===== config.mk =====
export PLATFORM = sky130hd
export DESIGN_NAME = err_campaign_sequencer
export DESIGN_NICKNAME = d
export VERILOG_FILES = /design/src/rtl/err_campaign_sequencer.sv
export SDC_FILE = /design/constraint.sdc
export NUM_CORES = 1
export LEC_CHECK = 0
export ABC_AREA = 1
export CORE_MARGIN = 3
export CORE_UTILIZATION = 25
export DETAILED_ROUTE_END_ITERATION = 10
export PLACE_DENSITY = 0.47
export RECOVER_POWER = 100
export SKIP_CTS_REPAIR_TIMING = 1
export SLEW_MARGIN = 20
export SYNTH_ARGS = -nofsm -noshare
export SYNTH_HDL_FRONTEND = slang
export SYNTH_SLANG_ARGS = --single-unit

===== constraint.sdc =====
create_clock -name clk -period 3.5 [get_ports clk]
set_input_delay 0.875 -clock clk [delete_from_list [all_inputs] [get_ports clk]]
set_output_delay 0.875 -clock clk [all_outputs]
set_load 0.02 [all_outputs]

===== src/rtl/err_campaign_sequencer.sv =====
// Error-injection campaign sequencer: sweeps an error-control index from first to
// last, holding err_en high for on_cycles per index with an optional quiet gap.
module err_campaign_sequencer #(
    parameter int unsigned CTRLW = 8,
    parameter int unsigned CNTW  = 16
) (
    input  logic             clk,
    input  logic             rst,
    input  logic             start,
    input  logic             abort,
    input  logic [CTRLW-1:0] first_ctrl,
    input  logic [CTRLW-1:0] last_ctrl,
    input  logic [CNTW-1:0]  on_cycles,
    input  logic [CNTW-1:0]  off_cycles,
    output logic             err_en,
    output logic [CTRLW-1:0] err_ctrl,
    output logic             busy,
    output logic             done,
    output logic             aborted,
    output logic             cfg_err
);

    typedef enum logic [1:0] {StIdle, StInject, StGap} state_e;

    state_e           state_q, state_d;
    logic [CNTW-1:0]  cnt_q, cnt_d;
    logic [CNTW-1:0]  on_q, on_d;
    logic [CNTW-1:0]  off_q, off_d;
    logic [CTRLW-1:0] last_q, last_d;
    logic [CTRLW-1:0] ctrl_q, ctrl_d;
    logic             err_en_q, busy_q, done_q, aborted_q, cfg_err_q;
    logic             done_d, aborted_d, cfg_err_d;
    logic             proceed;

    // Next-state, counters and pulse outputs; outputs are registered from state_d.
    always_comb begin
        state_d   = state_q;
        cnt_d     = cnt_q;
        on_d      = on_q;
        off_d     = off_q;
        last_d    = last_q;
        ctrl_d    = ctrl_q;
        done_d    = 1'b0;
        aborted_d = 1'b0;
        cfg_err_d = 1'b0;
        proceed   = 1'b0;

        unique case (state_q)
            StIdle: begin
                if (start) begin
                    if ((first_ctrl <= last_ctrl) && (on_cycles != '0)) begin
                        on_d    = on_cycles;
                        off_d   = off_cycles;
                        last_d  = last_ctrl;
                        ctrl_d  = first_ctrl;
                        cnt_d   = on_cycles;
                        state_d = StInject;
                    end else begin
                        cfg_err_d = 1'b1;
                    end
                end
            end
            StInject: begin
                if (abort) begin
                    state_d   = StIdle;
                    cnt_d     = '0;
                    aborted_d = 1'b1;
                end else if (cnt_q == CNTW'(1)) begin
                    if (off_q != '0) begin
                        state_d = StGap;
                        cnt_d   = off_q;
                    end else begin
                        proceed = 1'b1;
                    end
                end else begin
                    cnt_d = cnt_q - CNTW'(1);
                end
            end
            StGap: begin
                if (abort) begin
                    state_d   = StIdle;
                    cnt_d     = '0;
                    aborted_d = 1'b1;
                end else if (cnt_q == CNTW'(1)) begin
                    proceed = 1'b1;
                end else begin
                    cnt_d = cnt_q - CNTW'(1);
                end
            end
            default: begin
                state_d = StIdle;
                cnt_d   = '0;
            end
        endcase

        // Equality terminates the sweep, so the top index never wraps to zero.
        if (proceed) begin
            if (ctrl_q == last_q) begin
                state_d = StIdle;
                cnt_d   = '0;
                done_d  = 1'b1;
            end else begin
                ctrl_d  = ctrl_q + CTRLW'(1);
                cnt_d   = on_q;
                state_d = StInject;
            end
        end
    end

    // State, configuration and output registers with synchronous reset.
    always_ff @(posedge clk) begin
        if (rst) begin
            state_q   <= StIdle;
            cnt_q     <= '0;
            on_q      <= '0;
            off_q     <= '0;
            last_q    <= '0;
            ctrl_q    <= '0;
            err_en_q  <= 1'b0;
            busy_q    <= 1'b0;
            done_q    <= 1'b0;
            aborted_q <= 1'b0;
            cfg_err_q <= 1'b0;
        end else begin
            state_q   <= state_d;
            cnt_q     <= cnt_d;
            on_q      <= on_d;
            off_q     <= off_d;
            last_q    <= last_d;
            ctrl_q    <= ctrl_d;
            err_en_q  <= (state_d == StInject);
            busy_q    <= (state_d != StIdle);
            done_q    <= done_d;
            aborted_q <= aborted_d;
            cfg_err_q <= cfg_err_d;
        end
    end

    assign err_en   = err_en_q;
    assign err_ctrl = ctrl_q;
    assign busy     = busy_q;
    assign done     = done_q;
    assign aborted  = aborted_q;
    assign cfg_err  = cfg_err_q;

endmodule


== Yosys cells after proc, flatten, opt, wreduce, memory -nomap -nowiden ==
Index checks and enable logic that the tools add are counted.
Widths: inputs -> output; s select.

* Memories: 0
* Bits in latches: 0
* Output and inout port bits: 13
* Logic and storage cells: 71
* Bits of input ports: 52
* Memory bits (writable): 0
* Register bits: 71
* ROM bits: 0

* Multiplexer cells: 33
* Order comparisons: 1
* $add $sub $neg: 2
* Bitwise logic cells: 4
* Shift-type cells: 0
* Equal/unequal tests: 9
* Divide/modulo/power cells: 0
* Multiply operators: 0
* Reduce and logical (&&, ||, !) cells: 11

{| class="wikitable"
|+ Operator list
! kind !! count
|-
| $mux 16 || 9
|-
| $pmux 16 s3 || 1
|-
| $mux 8 || 5
|-
| $reduce_bool 16->1 || 2
|-
| $eq 16x1->1 const B || 1
|-
| $sub 16x1->16 const B || 1
|-
| $mux 2 || 7
|-
| $mux 1 || 9
|-
| $add 8x1->8 const B || 1
|-
| $eq 8x8->1 || 1
|-
| $le 8x8->1 || 1
|-
| $ne 3x3->1 const B || 2
|-
| $pmux 2 s3 || 1
|-
| $reduce_or 2->1 || 3
|-
| $ne 5x5->1 const B || 1
|-
| $eq 2x1->1 const B || 2
|-
| $ne 4x4->1 const B || 1
|-
| $not 1->1 || 4
|-
| $reduce_and 4->1 || 1
|-
| $reduce_and 3->1 || 1
|-
| $reduce_or 3->1 || 1
|-
| $eq 2x2->1 const B || 1
|-
| $logic_not 2->1 || 1
|-
| $pmux 1 s2 || 1
|-
| 2 further kinds || 2
|}

== Depth between registers and ports, before layout ==
Gate-level depths: netlist of run 1.

* Depth in word-level cells: 7
* Mapped depth: 18
* Mapped depth without buffers: 17

== Worst setup path after synthesis of run 1 ==
Ideal clock, no wire load.

* Path type: input-to-reg
* Start: input last_ctrl[7]
* End: register ctrl_q[1], in the netlist err_ctrl[1]
* Arrival: 2.325 ns
* Path buffers: 1
* Stages: 12
* Required time: 3.385 ns
* Path slack: 1.059 ns
* Setup time: 0.115 ns
* Cell sequence: inv_1 > ha_1 > a21o_1 > nor2_1 > nand2_1 > nand2_1 > nand2_1 > nor2_1 > clkbuf_1 > o21ai_0 > o21ai_0 > inv_1

* Longest elaborated chain between the ends: 7

{| class="wikitable"
|+ Ends and longest elaborated chain
! element !! line !! RTL
|-
| from (decl) || 12 || <nowiki>input logic [CTRLW-1:0] last_ctrl,</nowiki>
|-
| $le 8x8->1 (*) || 51 || <nowiki>if ((first_ctrl <= last_ctrl) && (on_cycles != '0)) begin</nowiki>
|-
| $logic_and 1x1->1 (*) || 51 ||
|-
| $mux 8 (*) || 51 ||
|-
| $mux 8 (*) || 50 || <nowiki>if (start) begin</nowiki>
|-
| $mux 8 (*) || 48 || <nowiki>unique case (state_q)</nowiki>
|-
| $mux 8 || 98 || <nowiki>if (ctrl_q == last_q) begin</nowiki>
|-
| $mux 8 (*) || 97 || <nowiki>if (proceed) begin</nowiki>
|-
| to (signal assigned) || 130 || <nowiki>ctrl_q <= ctrl_d;</nowiki>
|-
| to (decl) || 30 || <nowiki>logic [CTRLW-1:0] ctrl_q, ctrl_d;</nowiki>
|}

Every way passes the cells marked *; elsewhere a longest branch is shown, timed or not.
A chain may end at the register's enable or synchronous reset.

== Worst setup path in the final report of run 1 ==
* Start: input last_ctrl[1]
* End: register on_q[14]

* Longest elaborated chain between the ends: 3

{| class="wikitable"
|+ Ends and longest elaborated chain
! element !! line !! RTL
|-
| $le 8x8->1 || 51 ||
|-
| $logic_and 1x1->1 || 51 ||
|-
| $reduce_and 3->1 (no source line) || n/a ||
|-
| to (signal assigned) || 127 || <nowiki>on_q <= on_d;</nowiki>
|-
| to (decl) || 27 || <nowiki>logic [CNTW-1:0] on_q, on_d;</nowiki>
|}

No other way between the ends.

==> metrics.md, run 1 <==
| Metric | Value |
|---|---|
| Status | `finished clean` |
| First-pass GRT wire length | `22200 um` |
| Leading post-synthesis cells by cell area | `dfxtp_1 (32%), nand2_1 (22%), nor2_1 (7.5%)` |
| Die height | `140 um` |
| Via/cell ratio | `4.41` |
| Leak | `0.00261 uW` |
| Syn_area_per_cell | `6.13 um^2` |
| Share of the core filled with cells | `32.6%` |
| Placed instance area | `0.00534 mm^2` |
| Met3 Wirelength | `587 um` |
| Period Utilization, post-route | `86.2%` |
| Worst-case clock skew | `12.7 ps` |
| Aggregate negative setup slack | `0 ps` |
| Detailed-placement wirelength estimate | `10700 um` |
| Async set-reset flop share out of synthesis | `0%` |
| Clk Latency, worst-skew pair | `350 ps` |
| Post-route cell area | `0.00565 mm^2` |
| F_max | `331 MHz` |
| Met2 wire length | `6040 um` |
| Hold Crit Class | `reg2reg` |
| N_diodes | `0` |
| CP Data Required Time | `3770 ps` |
| Slew HR | `51.5%` |
| CTS Root Cell | `clkbuf_16` |
| Clock Tree Buf Depth | `2` |
| Core footprint | `0.0174 mm^2` |
| Critical path's top delay family | `buffers and inverters` |
| Overall Global Routing Usage | `14.1%` |
| Routed Antenna Nets | `0` |
| Share of cells above drive strength 1 | `5.05%` |
| Syn. warnings | `0` |
| Clock transition at path regs | `60 ps` |
| Synthesized area | `0.00446 mm^2` |
| VDD IR max | `256 uV` |
| Per-cell routed wire length | `13.5 um` |
| Vias in the first global route | `4211` |
| Routed WL | `13800 um` |
| Most frequent cell after synthesis | `nand2_1` |
| Layout Nets | `854` |
| Distinct cell type count after synthesis | `31` |
| Multi-input gate area | `0.00259 mm^2` |
| CP Launch Type | `primary input` |
| Die ar. | `0.0195 mm^2` |
| Seq. cell area | `0.00142 mm^2` |
| Total CTS buffers | `9` |
| Critical Path AT | `3290 ps` |
| Layout fillers | `1912` |
| PortBufs | `64` |
| CTS tree | `yes` |
| Worst path bufs/invs | `3` |
| Unrepaired setup endpoints after global routing | `no` |
| CP Cell Sequence | `dlygate4sd3_1 > inv_1 > ha_1 > nand2_1 > nand2_1 > nand2_1 > nand2_1 > nand2_1 > nand2_1 > nand2_1 > nand2_1 > nor2_1 > clkbuf_2 > nand2_1 > a21oi_1` |
| H-tree depth | `3` |
| CP max FO | `16` |
| CTS Sinks | `71` |
| Post-synth EDFFs | `0` |
| CP endpoint kind | `flip-flop` |
| Critical-path top delay cell | `dlygate4sd3_1` |
| Area leader, netlist | `dfxtp_1` |
| Area grow syn2layout | `26.8%` |
| Setup-failing EPs final | `0` |
| DR DRC count | `0` |
| DRT met1 WL | `6990 um` |
| Seq/Total Area, Yosys | `31.9%` |
| Share of the synthesized area in the top cell type | `31.9%` |
| Inst Count DP | `1001` |
| Die width | `140 um` |
| Row count | `48` |
| Main synth FF type | `dfxtp_1` |
| Worst-margin pin slew | `727 ps` |
| Initial antenna violation count | `0` |
| DR pass1 iterations | `5` |
| Commonest cells post-synth | `nand2_1 (256), nor2_1 (89), inv_1 (72), dfxtp_1 (71), a21oi_1 (53)` |
| Vias | `4483` |
| Max-slew violation count | `0` |
| Pwr dens | `478 mW/mm^2` |
| Gr ovfl total | `0` |
| Max-cap viol count | `0` |
| DRT iter0 DRCs | `312` |
| Final hold vios | `0` |
| Final period demand of the worst path | `3020 ps` |
| Post-Syn Nets | `795` |
| Highest routed layer | `met4` |
| Starting Density | `25.7%` |
| Post-Syn Instances | `728` |
| CP peak stage delay | `570 ps` |
| Most used cell, CP | `nand2_1` |
| Ports | `65` |
| Fin cells | `1017` |
| RePlAce Congestion | `0.828` |
| Pin count of the biggest net entering global routing | `33` |
| Flops & latches, synth | `71` |
| Critical path type | `in2reg` |
## where the power goes
part | leakage, uW | internal [uW] | switching (uW)
registers | 0.000584 | 891 | 66.1
logic | 0.00186 | 277 | 442
clock network | 0.000160 | 663 | 362
## final timing paths
check / startpoint / endpoint / slack (ps) / cells after the start
hold reg to reg: on_q[15] / on_q[15] / 470 / 2
setup / recovery: last_ctrl[1] / on_q[14] / 480 / 15
setup reg to reg: state_q[0] / err_ctrl[5] / 1110 / 7
hold / removal: on_q[15] / on_q[15] / 470 / 2
## per-layer routing
layer | global-route usage, % | vias to the layer above
li1 | - | 2420
met1 | 20.1 | 1969
met2 | 21.2 | 87
met3 | 4.09 | 7
met4 | 3.11 | 0
met5 | 0 | -
## cell families (layout without fill, tap and decap cells)
family          after synthesis  in the layout  share of synthesized area, %
simple gates                425            425                          40.0
flops                        71             71                          31.9
compound gates               96             96                          11.1
fa+ha+maj                    15             15                          4.21
xor+xnor                     15             15                          2.95
buf+inv                     106            170                          9.90
## final cells by class
cell class,count,area share (%)
flip-flops and latches,71,25.1
clock inverters,3,1.15
multi-input cells,551,45.9
repair buffers,76,13.0
inverters,78,5.24
well taps,225,4.98
clock buffers,13,4.60
## worst min-delay path, delay by kind of cell (launching register included)
family / cells / cell delay, ps
AOI/OAI and AO/OA: 1 / 50
DFF: 1 / 310
and+or+nand+nor: 1 / 60
## state kept, by name, summed over array words and instances (netlist names), 2 cells and up
signal / count
cnt_q: 16
err_ctrl: 8
off_q: 16
last_q: 8
on_q: 16
state_q: 2
## through the flow
stage	hold slack (ps)	worst slack, ps	power (uW)
finish	467	481	2700
CTS	466	669	2740
detailed placement	457	364	1700
floorplan	443	1060	1460
global route	482	283	2880
global placement	455	338	1710
## cell usage in the layout, fill, tap and decap left out, types with 3 or more instances in the layout
| master | count |
|---|---|
| clkdlybuf4s50_1 | 49 |
| dfxtp_1 | 71 |
| nor2_1 | 89 |
| nand2_1 | 257 |
| nand4_1 | 15 |
| nand2_2 | 3 |
| nor3_1 | 6 |
| clkbuf_16 | 9 |
| clkbuf_1 | 3 |
| xnor2_1 | 8 |
| a21oi_1 | 53 |
| xor2_1 | 7 |
| nor2_2 | 3 |
| ha_1 | 15 |
| o211ai_1 | 5 |
| buf_4 | 8 |
| nand3_1 | 38 |
| inv_1 | 72 |
| o21ai_0 | 37 |
| dlygate4sd3_1 | 15 |
| nand3b_1 | 7 |
(Power assumes the default switching activity.)
==> inputs of run 2 (changes only) <==
- CORE_UTILIZATION: 25 -> 59
- PLACE_DENSITY: 0.47 -> 0.9
==> metrics.md, run 2 (synthesized netlist as in run 1, its figures left out) <==
| Metric | Value |
|---|---|
| Most common cell after layout, fill and taps aside | `nand2_1` |
| Clock Tree Buf Depth | `2 (unchanged)` |
| Vias | `4830 (+7.7%)` |
| Max-cap viol count | `0 (unchanged)` |
| CTS tree | `yes` |
| Setup-failing EPs final | `0 (unchanged)` |
| Gr ovfl total | `0 (unchanged)` |
| Via/cell ratio | `5.45 (+24%)` |
| Ports | `65 (unchanged)` |
| Aggregate negative setup slack | `0 ps (unchanged)` |
| Final hold vios | `0 (unchanged)` |
| Row count | `31 (-35%)` |
| Die width | `93.0 um (-33%)` |
| Total CTS buffers | `9 (unchanged)` |
| Final period demand of the worst path | `3010 ps (-7.44 ps)` |
| DR DRC count | `0 (unchanged)` |
| Hold Crit Class | `reg2reg` |
| Status | `finished clean` |
| N_diodes | `0 (unchanged)` |
| Placed instance area | `0.00515 mm^2 (-3.7%)` |
| Area grow syn2layout | `19.6%` |
| DR pass1 iterations | `5 (unchanged)` |
| Slew HR | `47.7% (-3.8 points)` |
| Vias in the first global route | `4585 (+8.9%)` |
| Share of cells above drive strength 1 | `4.70% (-0.35 points)` |
| Period Utilization, post-route | `86.0% (-0.21 points)` |
| Critical path type | `in2reg` |
| Unrepaired setup endpoints after global routing | `no` |
| Layout Nets | `849 (-0.59%)` |
| Worst-margin pin slew | `783 ps (+56.8 ps)` |
| PortBufs | `64 (unchanged)` |
| RePlAce Congestion | `0.946 (+14%)` |
| CP peak stage delay | `590 ps (+20 ps)` |
| Share of the core filled with cells | `73.1% (+41 points)` |
| Pin count of the biggest net entering global routing | `41 (+24%)` |
| Routed WL | `12700 um (-7.8%)` |
| Hold WS | `473 ps (+6.07 ps)` |
| Post-route cell area | `0.00533 mm^2 (-5.7%)` |
| Pwr dens | `443 mW/mm^2 (-7.2%)` |
| Clock transition at path regs | `90 ps (+30 ps)` |
| CP max FO | `17 (+1)` |
| VDD IR max | `259 uV (+0.85%)` |
| Layout fillers | `626 (-67%)` |
| Die height | `93.0 um (-33%)` |
| Most used cell, CP | `nand2_1` |
| Commonest non-fill, non-tap cells in the layout | `nand2_1 (257), nor2_1 (89), inv_1 (72)` |
| Starting Density | `61.2% (+35 points)` |
| Per-cell routed wire length | `14.3 um (+5.9%)` |
| Die ar. | `0.00864 mm^2 (-56%)` |
| Worst-case clock skew | `18.2 ps (+5.50 ps)` |
| Clk Latency, worst-skew pair | `360 ps (about the same)` |
| Critical Path AT | `3300 ps (about the same)` |
| Critical-path top delay cell | `clkbuf_1` |
| Overall Global Routing Usage | `30.1% (+16 points)` |
| CP Data Required Time | `3790 ps (+20 ps)` |
| DRT iter0 DRCs | `397 (+27%)` |
| Initial antenna violation count | `0 (unchanged)` |
| CP Launch Type | `primary input` |
| CP Cell Sequence | `dlygate4sd3_1 > inv_1 > ha_1 > nand2_1 > nor2_1 > nand2_1 > nand2_1 > nand2_1 > nand3b_1 > clkbuf_1 > o211ai_1 > a21oi_1` |
| CTS Root Cell | `clkbuf_8` |
| Detailed-placement wirelength estimate | `9670 um (-9.4%)` |
| Core footprint | `0.00729 mm^2 (-58%)` |
| Routed Antenna Nets | `0 (unchanged)` |
| CP endpoint kind | `flip-flop` |
| First-pass GRT wire length | `21000 um (-5.3%)` |
| Max-slew violation count | `0 (unchanged)` |
| H-tree depth | `3 (unchanged)` |
| Leak | `0.00253 uW (-2.9%)` |
| Top flop regs | `cnt_q x16, off_q x16, on_q x16` |
| CTS Sinks | `71 (unchanged)` |
| F_max | `332 MHz (+0.25%)` |
[run 2: cell count changes in the layout (fill, tap and decap cells not counted), sizes merged]
cell    delta
buf        -4
bufinv     -1
clkbuf     -5
clkinv     +2
inv        +3
[run 2: cell type report]
| cell class | count | area (um^2) | share of cell area, % |
|---|---|---|---|
| Timing Repair Buffer | 71 | 699 | 13.1 |
| Clock inverter | 7 | 77.6 | 1.45 |
| Clock buffer | 9 | 124 | 2.32 |
| Inverter | 78 | 297 | 5.56 |
| Tap cell | 99 | 124 | 2.32 |
| Sequential cell | 71 | 1420 | 26.7 |
| Multi-Input combinational cell | 551 | 2590 | 48.6 |
[run 2: power breakdown]
group | switching (uW) | leakage, uW | internal (uW) | total [uW]
Clock | 352 | 0.000106 | 338 | 690
Combinational | 443 | 0.00184 | 271 | 714
Sequential | 70.3 | 0.000584 | 890 | 960
Total | 866 | 0.00253 | 1500 | 2360
[run 2: worst max-delay path: cells and delay by family]
kind	cells	cell delay, ps
buffers and inverters	3	1160
AOI/OAI and AO/OA	2	340
and+or+nand+nor	6	630
adders and majority gates	1	290
[run 2: layer usage]
layer | wire length [um] | track usage (%)
met4 | 278 | 9.65
met2 | 5780 | 47.8
met1 | 5500 | 39.4
met3 | 1130 | 8.37
met5 | 0 | 0
[run 2: final timing paths]
check,depth (start not counted),slack [ps],startpoint,to
hold reg to reg,2,470,on_q[14],on_q[14]
hold / removal,2,470,on_q[14],on_q[14]
setup / recovery,12,490,last_ctrl[7],err_ctrl[5]
setup reg to reg,14,1020,state_q[0],cnt_q[13]
[run 2: metrics by stage]
stage	cells	total power [uW]	setup WS [ps]
global placement	870	1660	488
detailed placement	870	1680	390
finish	886	2360	489
CTS	886	2370	742
global route	886	2510	257
floorplan	728	1460	1060
==> inputs of run 3 (changes only) <==
- PLACE_DENSITY: 0.9 -> default
- PLACE_DENSITY_LB_ADDON: default -> 0.08
- REMOVE_ABC_BUFFERS: default -> 1
==> metrics.md, run 3 (synthesized netlist as in run 1, its figures left out) <==
| Metric | Value |
|---|---|
| CP endpoint kind | `flip-flop` |
| FF-to-FF path depth | `12 (-2)` |
| Routed Antenna Nets | `0 (unchanged)` |
| Met1 usage | `35.8% (-3.6 points)` |
| Multi-input gate area | `0.00259 mm^2 (about the same)` |
| Vias | `4712 (-2.4%)` |
| Worst-margin pin slew | `546 ps (-237 ps)` |
| Initial antenna violation count | `0 (unchanged)` |
| R2R setup slack | `1040 ps (+20 ps)` |
| Per-cell routed wire length | `13.5 um (-5.9%)` |
| Final period demand of the worst path | `2940 ps (-74.5 ps)` |
| RePlAce Congestion | `0.981 (+3.8%)` |
| Slew HR | `63.4% (+16 points)` |
| Layout fillers | `675 (+7.8%)` |
| Reg2reg start | `state_q[0]` |
| Routed WL | `11900 um (-5.9%)` |
| Worst Hold Endpoint | `on_q[6]` |
| Pwr dens | `433 mW/mm^2 (-2.3%)` |
| F_max | `341 MHz (+2.5%)` |
| Max-slew violation count | `0 (unchanged)` |
| Overall Global Routing Usage | `28.6% (-1.4 points)` |
| DR pass1 iterations | `5 (unchanged)` |
| Setup-failing EPs final | `0 (unchanged)` |
| Starting Density | `61.2% (unchanged)` |
| Share of cells above drive strength 1 | `4.45% (-0.25 points)` |
| Gr ovfl total | `0 (unchanged)` |
| CTS tree | `yes` |
| Period Utilization, post-route | `83.9% (-2.1 points)` |
| Aggregate negative setup slack | `0 ps (unchanged)` |
| Clk Latency, worst-skew pair | `350 ps (about the same)` |
| Tot Pwr | `2310 uW (-2.4%)` |
| Detailed-placement wirelength estimate | `8920 um (-7.8%)` |
| DRT iter0 DRCs | `346 (-13%)` |
| Via/cell ratio | `5.32 (-2.4%)` |
| N_diodes | `0 (unchanged)` |
| Commonest non-fill, non-tap cells in the layout | `nand2_1 (258), nor2_1 (89), inv_1 (73)` |
| CTS Sinks | `71 (unchanged)` |
| Hold depth | `2 (unchanged)` |
| M3 GR Usage | `5.12% (-3.2 points)` |
| PortBufs | `64 (unchanged)` |
| CP max FO | `12 (-5)` |
| CP Data Required Time | `3740 ps (-50 ps)` |
| Reg2Reg Capture Point | `cnt_q[5]` |
| Layout Nets | `850 (+0.12%)` |
| Seq. cell area | `0.00142 mm^2 (unchanged)` |
| First-pass GRT wire length | `19800 um (-5.6%)` |
| Final hold vios | `0 (unchanged)` |
| CP peak stage delay | `520 ps (-70 ps)` |
| Most used cell, CP | `nand2_1` |
| Die ar. | `0.00864 mm^2 (unchanged)` |
| Core footprint | `0.00729 mm^2 (unchanged)` |
| Status | `finished clean` |
| Leak | `0.00253 uW (-0.16%)` |
| Total CTS buffers | `9 (unchanged)` |
| Hold Crit Class | `reg2reg` |
| Critical-path top delay cell | `dlygate4sd3_1` |
| Critical path type | `in2reg` |
| Unrepaired setup endpoints after global routing | `no` |
| DR DRC count | `0 (unchanged)` |
| H-tree depth | `3 (unchanged)` |
| Ports | `65 (unchanged)` |
| Max-cap viol count | `0 (unchanged)` |
| Hold WS | `468 ps (-5.09 ps)` |
| Most common cell after layout, fill and taps aside | `nand2_1` |
| VDD IR max | `219 uV (-15%)` |
| Grt met2 use | `49.0% (+1.3 points)` |
| Area grow syn2layout | `19.5% (about the same)` |
| Gr busiest metal | `met2` |
| CP Cell Sequence | `dlygate4sd3_1 > inv_1 > ha_1 > nand2_1 > nor2_1 > nand4_1 > nand2_1 > nand3_1 > nand2_1 > nand2_1 > nand2_1 > inv_1 > nor2_1 > nor2_1` |
| CP Launch Type | `primary input` |
| Worst-case clock skew | `9.45 ps (-8.77 ps)` |
| Die width | `93.0 um (unchanged)` |
| CTS Root Cell | `clkbuf_8` |
| Vias in the first global route | `4357 (-5.0%)` |
| Row count | `31 (unchanged)` |
| Critical Path AT | `3180 ps (-120 ps)` |
| Clock Tree Buf Depth | `2 (unchanged)` |
| Die height | `93.0 um (unchanged)` |
| Clock transition at path regs | `80 ps (about the same)` |
| Top flop regs | `cnt_q x16, off_q x16, on_q x16` |
| Worst hold start | `on_q[6]` |
| Pin count of the biggest net entering global routing | `58 (+41%)` |
-- run 3: power by group --
part	switching (uW)	internal (uW)
sequential	66.8	890
combinational	436	274
clock	314	327
total	818	1490
-- run 3: worst max path at each step --
| stage | start | end | slack (ps) | cells past startpoint |
|---|---|---|---|---|
| 5_1_grt | last_ctrl[7] | cnt_q[5] | 360 | 14 |
| 3_5_place_dp | last_ctrl[7] | busy | 450 | 15 |
| 3_3_place_gp | last_ctrl[7] | cnt_q[5] | 510 | 14 |
| 2_1_floorplan | last_ctrl[7] | err_ctrl[1] | 240 | 11 |
| 4_1_cts | last_ctrl[7] | busy | 820 | 15 |
| 6_report | last_ctrl[7] | cnt_q[5] | 560 | 14 |
-- run 3: metrics by stage --
stage / instance area [um^2] / utilization, % / cells / setup slack, ps
floorplan: 4320 / - / 700 / 235
global placement: 5150 / 70.7 / 871 / 508
detailed placement: 5150 / 70.7 / 871 / 453
CTS: 5340 / 73.3 / 886 / 816
global route: 5330 / 73.1 / 886 / 355
finish: 5330 / 73.1 / 886 / 563
-- run 3: cell type report --
type                    count  share of cell area (%)
clock buffers              10                    2.39
clock inverters             5                    1.13
well taps                  99                    2.32
flip-flops and latches     71                    26.7
repair buffers             72                    13.4
multi-input cells         551                    48.5
inverters                  78                    5.56
-- run 3: worst max-delay path: cells and delay by family --
family / cells / cell delay [ps]
and+or+nand+nor: 10 / 1210
buffers and inverters: 3 / 810
adders and majority gates: 1 / 280
-- run 3: layer usage --
metal,routed length (um),share of wire (%)
met5,0,0
met4,235,2.0
met3,944,7.9
met2,5660,47
met1,5090,43
